[src/rtl/arb_pkg.sv]
// Shared types and helpers for the packet arbiters.
// Holds the FSM state encoding and a one-hot to index converter.
package arb_pkg;

   typedef enum logic {
      ARB_IDLE,
      ARB_LOCKED
   } arb_state_t;

   // Covers up to 16 requesters; callers zero-extend and truncate around it.
   function automatic logic [3:0] onehot2idx(input logic [15:0] oh);
      logic [3:0] idx;
      idx = '0;
      for (int i = 0; i < 16; i++) begin
         if (oh[i]) idx = idx | 4'(i);
      end
      return idx;
   endfunction

endpackage

[src/rtl/rr_pick.sv]
// Combinational round-robin pick: lowest request at or above the slot after last_grant, wrapping.
// Reusable by any arbiter that keeps its own one-hot last_grant register.
module rr_pick #(
   parameter int N = 4
) (
   input  logic [N-1:0] req,
   input  logic [N-1:0] last_grant,
   output logic [N-1:0] grant
);

   logic [N-1:0]   start;
   logic [2*N-1:0] req2;
   logic [2*N-1:0] masked;

   assign start = {last_grant[N-2:0], last_grant[N-1]};
   assign req2  = {req, req};

   // The subtraction borrows through the bits below the first request at or above start;
   // the upper copy supplies the wrap-around candidate.
   assign masked = req2 & ~(req2 - {{N{1'b0}}, start});
   assign grant  = masked[N-1:0] | masked[2*N-1:N];

endmodule

[src/rtl/rr_packet_arbiter.sv]
// Packet-granular round-robin arbiter sharing one valid/ready stream among N requesters.
// The grant locks to a requester from its first accepted beat until its last beat is accepted.
module rr_packet_arbiter
   import arb_pkg::*;
#(
   parameter int N  = 4,
   parameter int DW = 32,
   localparam int SRC_W = $clog2(N)
) (
   input  logic              clk,
   input  logic              rst_n,
   input  logic [N-1:0]      in_valid,
   input  logic [N-1:0]      in_last,
   input  logic [N*DW-1:0]   in_data,
   output logic [N-1:0]      in_ready,
   output logic              out_valid,
   output logic              out_last,
   output logic [DW-1:0]     out_data,
   input  logic              out_ready,
   output logic [SRC_W-1:0]  out_src,
   output logic              pkt_done,
   output logic              busy
);

   arb_state_t       state;
   logic [N-1:0]     last_grant;
   logic [SRC_W-1:0] owner;

   logic [N-1:0]     pick_oh;
   logic [SRC_W-1:0] pick_idx;
   logic [N-1:0]     owner_oh;
   logic [N-1:0]     sel_oh;
   logic [SRC_W-1:0] sel_idx;
   logic             sel_valid;
   logic             hs;
   logic [DW-1:0]    lane [N];

   for (genvar g = 0; g < N; g++) begin : g_lane
      assign lane[g] = in_data[g*DW +: DW];
   end

   rr_pick #(.N(N)) u_pick (
      .req        (in_valid),
      .last_grant (last_grant),
      .grant      (pick_oh)
   );

   assign pick_idx = SRC_W'(onehot2idx(16'(pick_oh)));
   assign owner_oh = {{(N-1){1'b0}}, 1'b1} << owner;

   assign sel_idx   = (state == ARB_LOCKED) ? owner    : pick_idx;
   assign sel_oh    = (state == ARB_LOCKED) ? owner_oh : pick_oh;
   assign sel_valid = (state == ARB_LOCKED) ? in_valid[owner] : |in_valid;

   // Outputs are a zero-latency mux; they are forced quiet while reset is held.
   always_comb begin
      // NOTE: every output gets a default first so no path leaves it unassigned (no latch).
      out_valid = 1'b0;
      out_last  = 1'b0;
      out_data  = '0;
      out_src   = '0;
      in_ready  = '0;
      if (rst_n) begin
         out_valid = sel_valid;
         out_last  = in_last[sel_idx];
         out_data  = lane[sel_idx];
         out_src   = sel_idx;
         if (sel_valid) in_ready = sel_oh & {N{out_ready}};
      end
   end

   assign hs = out_valid & out_ready;

   // Priority pointer moves only when a packet completes; stalls and mid-packet beats leave it alone.
   always_ff @(posedge clk or negedge rst_n) begin
      if (!rst_n) begin
         state      <= ARB_IDLE;
         last_grant <= {1'b1, {(N-1){1'b0}}};
         owner      <= '0;
         pkt_done   <= 1'b0;
         busy       <= 1'b0;
      end else begin
         // NOTE: non-blocking assignments so every register samples pre-edge values.
         pkt_done <= hs & out_last;
         case (state)
            ARB_IDLE: begin
               if (hs) begin
                  if (out_last) begin
                     last_grant <= pick_oh;
                  end else begin
                     state <= ARB_LOCKED;
                     owner <= pick_idx;
                     busy  <= 1'b1;
                  end
               end
            end
            ARB_LOCKED: begin
               if (hs && out_last) begin
                  state      <= ARB_IDLE;
                  last_grant <= owner_oh;
                  busy       <= 1'b0;
               end
            end
            default: begin
               state <= ARB_IDLE;
               busy  <= 1'b0;
            end
         endcase
      end
   end

endmodule

[config.mk]
export PLATFORM = sky130hd
export DESIGN_NAME = rr_packet_arbiter
export DESIGN_NICKNAME = d
export VERILOG_FILES = /design/src/rtl/arb_pkg.sv /design/src/rtl/rr_pick.sv /design/src/rtl/rr_packet_arbiter.sv
export SDC_FILE = /design/constraint.sdc
export NUM_CORES = 1
export LEC_CHECK = 0
export ABC_CLOCK_PERIOD_IN_PS = 5450
export CORE_MARGIN = 3
export CORE_UTILIZATION = 29
export CTS_CLUSTER_DIAMETER = 100
export DETAILED_ROUTE_END_ITERATION = 10
export GPL_TIMING_DRIVEN = 0
export HOLD_SLACK_MARGIN = 0.12
export PLACE_DENSITY = 0.78
export SLEW_MARGIN = 20
export SYNTH_ARGS = -nofsm -noshare
export SYNTH_HDL_FRONTEND = slang
export SYNTH_SLANG_ARGS = --single-unit
[constraint.sdc]
create_clock -name clk -period 5.45 [get_ports clk]
set_clock_uncertainty 0.1 [all_clocks]
set_input_delay 1.635 -clock clk [delete_from_list [all_inputs] [get_ports clk]]
set_output_delay 1.635 -clock clk [all_outputs]
set_load 0.005 [all_outputs]
==> flow_metrics.env <==
export IMPL_outcome="complete, but fails checks"
export IMPL_failed_checks="negative setup slack"
export IMPL_cp_end_kind="primary output"
export IMPL_slew_headroom_pct=64.9
export IMPL_yosysWarnings=0
export IMPL_cts_buffers=3
export IMPL_antenna_cells=0
export IMPL_regArea_um2=226
export IMPL_core_area_um2=6870
export IMPL_worstSkewPairLatency_ns=0.23
export IMPL_post_place_ws_ns=-1.65
export IMPL_vias=3470
export IMPL_synth_edff_count=0
export IMPL_start_util_pct=30.4
export IMPL_critPathMaxFanout=5
export IMPL_rr_startpoint="last_grant[3]$_DFFE_PN1P_"
export IMPL_dp_cells=633
export IMPL_viasPerCell=5.10
export IMPL_netlist_instances=357
export IMPL_irDropWorstVdd_mv=0.292
export IMPL_syn_cell_area_um2=2090
export IMPL_final_cell_mix="nand2_1, clkdlybuf4s50_1, buf_2"
export IMPL_hp_class="reg -> reg"
export IMPL_cts_tree="done"
export IMPL_tightestPinTransition_ns=0.526
export IMPL_final_cells=680
export IMPL_first_pass_iters=5
export IMPL_num_fill_cells=563
export IMPL_finalCriticalPeriod_ns=5.72
export IMPL_multi_input_area_um2=1970
export IMPL_postRouteWirelength_um=11100
export IMPL_drt_initial_drc_count=178
export IMPL_antenna_left=0
export IMPL_cts_buffer_depth=2
export IMPL_timing_final_ws_setup_ns=-0.274
export IMPL_synth_seq_cells=9
export IMPL_cts_root_buffer_cell="clkbuf_8"
export IMPL_synthFlopType="dfrtp_1"
export IMPL_reg2reg_slack_ns=2.19
export IMPL_ctsHtreeMaxLevel=1
export IMPL_drv_cap=0
export IMPL_grt_remaining_overflow=0
export IMPL_grt_max_degree=11
export IMPL_fp_row_count=30
export IMPL_worstSetupPathType="in -> out"
export IMPL_crit_required_ns=3.72
export IMPL_die_y_um=90.8
export IMPL_antenna_found_initial=0
export IMPL_worst_r2r_cell_count=12
export IMPL_layout_nets=728
export IMPL_fmax_mhz=175
export IMPL_finalCritPeriodShare_pct=105
export IMPL_rr_endpoint="last_grant[2]$_DFFE_PN0P_"
export IMPL_io_pin_count=181
export IMPL_synthArstFlopShare_pct=100
export IMPL_endpoint="out_data[19]"
export IMPL_place_area_um2=4020
export IMPL_cts_sinks=9
export IMPL_min_path_cells=1
export IMPL_hold_violations=0
export IMPL_area_growth_pct=136
export IMPL_grt_pass1_wl_um=15900
export IMPL_drive_above_1_share_pct=27.1
export IMPL_cp_arrival_ns=3.99
export IMPL_yosysSeqAreaShare_pct=10.9
export IMPL_grt_use_total_pct=23.3
export IMPL_dieArea_um2=8250
export IMPL_gp_congestion=0.862
export IMPL_setup_viol=34
export IMPL_mostFrequentLayoutCell="nand2_1"
export IMPL_hpwl_um=7660
export IMPL_chipWidth_um=90.8
export IMPL_clk_pin_slew_ns=0.04
export IMPL_startpoint="in_valid[0]"
export IMPL_post_route_cell_area_um2=4930
export IMPL_drv_slew=0
export IMPL_grt_pass1_vias=3298
export IMPL_avgSynthCellArea_um2=5.85
export IMPL_p_per_area_nw_per_um2=588
export IMPL_drcViolationCount=0
export IMPL_p_leak_nw=2.57
export IMPL_synth_distinct_cells=48
export IMPL_start_kind="input port"
export IMPL_rsz0062_at_grt="yes"
export IMPL_portBuffers=180
export IMPL_detail_route_wl_per_cell_um=16.4
export IMPL_synth_nets=500
## area by class of cell
cell class                      count  share of cell area [%]
Sequential cell                     9                    4.60
Inverter                            7                   0.533
Timing Repair Buffer              223                    43.7
Tap cell                           96                    2.44
Multi-Input combinational cell    312                    39.9
Clock buffer                        4                   0.914
Buffer                             29                    7.84
## worst min-delay path by stage
stage                               from                        end  slack (ns)
3_5_place_dp   last_grant[2]$_DFFE_PN0P_  last_grant[2]$_DFFE_PN0P_        0.41
3_3_place_gp   last_grant[2]$_DFFE_PN0P_  last_grant[2]$_DFFE_PN0P_        0.41
2_1_floorplan  last_grant[2]$_DFFE_PN0P_  last_grant[2]$_DFFE_PN0P_        0.36
5_1_grt        last_grant[2]$_DFFE_PN0P_  last_grant[2]$_DFFE_PN0P_        0.43
4_1_cts        last_grant[2]$_DFFE_PN0P_  last_grant[2]$_DFFE_PN0P_        0.42
6_report       last_grant[2]$_DFFE_PN0P_  last_grant[2]$_DFFE_PN0P_        0.42
## power breakdown
part	total, mW	switching, mW	internal [mW]
logic	2.70	1.23	1.46
clock network	0.0769	0.0259	0.0509
registers	0.126	0.0256	0.101
## cells in the mapped netlist (all sizes together) (2+ instances only)
library cell / instances / share of area [%]
a31oi: 5 / 2.2
o32a: 2 / 0.96
clkbuf: 16 / 2.9
o31a: 2 / 0.84
a21o: 2 / 0.72
nand2: 171 / 31
buf: 13 / 2.5
nor2: 12 / 2.2
and3: 3 / 0.90
and2: 3 / 0.90
ha: 3 / 1.8
nand3: 35 / 8.4
nand2b: 3 / 1.3
inv: 7 / 1.3
nor3b: 2 / 0.72
o211a: 32 / 15
mux2i: 6 / 2.9
dfrtp: 8 / 9.6
a21oi: 5 / 1.4
o21a: 2 / 0.72
a21boi: 2 / 0.72
o211ai: 2 / 0.72
nor2b: 2 / 0.60
o21ai: 2 / 0.48
mux2: 2 / 1.1
## metrics by stage
step | TNS (ns) | total power [mW] | hold slack, ns | util [%]
after floorplan | 0 | 1.15 | 0.364 | -
after global placement | -56.42 | 1.82 | 0.406 | 58.5
after detailed placement | -56.12 | 1.85 | 0.408 | 58.5
after CTS | -6.87 | 2.45 | 0.418 | 66.0
after global routing | -9.12 | 3.08 | 0.433 | 71.7
final | -7.86 | 2.90 | 0.422 | 71.7
## worst max-delay path, cell delays in order
cell and delay (ns):
buf_12 0.10, nand2b_4 0.13, fa_2 0.45, o21ai_2 0.11, buf_4 0.15, a21o_1 0.12, o31ai_2 0.06, o41a_1 0.40
clkbuf_8 0.19, buf_12 0.14, clkbuf_16 0.15, o211a_1 0.22, buf_2 0.13
## routing by layer
layer  vias up  track usage [%]  share of wire [%]  wire length [um]
met5         -                0                  0                 0
met3        17             4.58                6.6               732
met2       161             45.3                 54              5960
met4         0             3.77                1.4               155
li1       1678                -                  -                 -
met1      1614             26.2                 38              4280
## kinds of logic (layout without fill, tap and decap cells)
kind of cell               count (synthesis)  in the layout  share of synthesized area, %
and+or+nand+nor                          234            234                          47.5
AOI/OAI and AO/OA                         65             65                          27.9
buffers and inverters                     36            263                          6.60
DFF                                        9              9                          10.9
muxes                                      8              8                          3.96
adders and majority gates                  4              4                          2.76
xor gates and xnor gates                   1              1                         0.420
## timing repair
action	in CTS	in global routing
hold buffers	0	0
pin swaps	41	26
gates resized for setup	249	52
setup buffers	22	10
setup endpoints to repair	39	39
cloned	5	6
No activity file was read; power rests on OpenSTA's default activity.
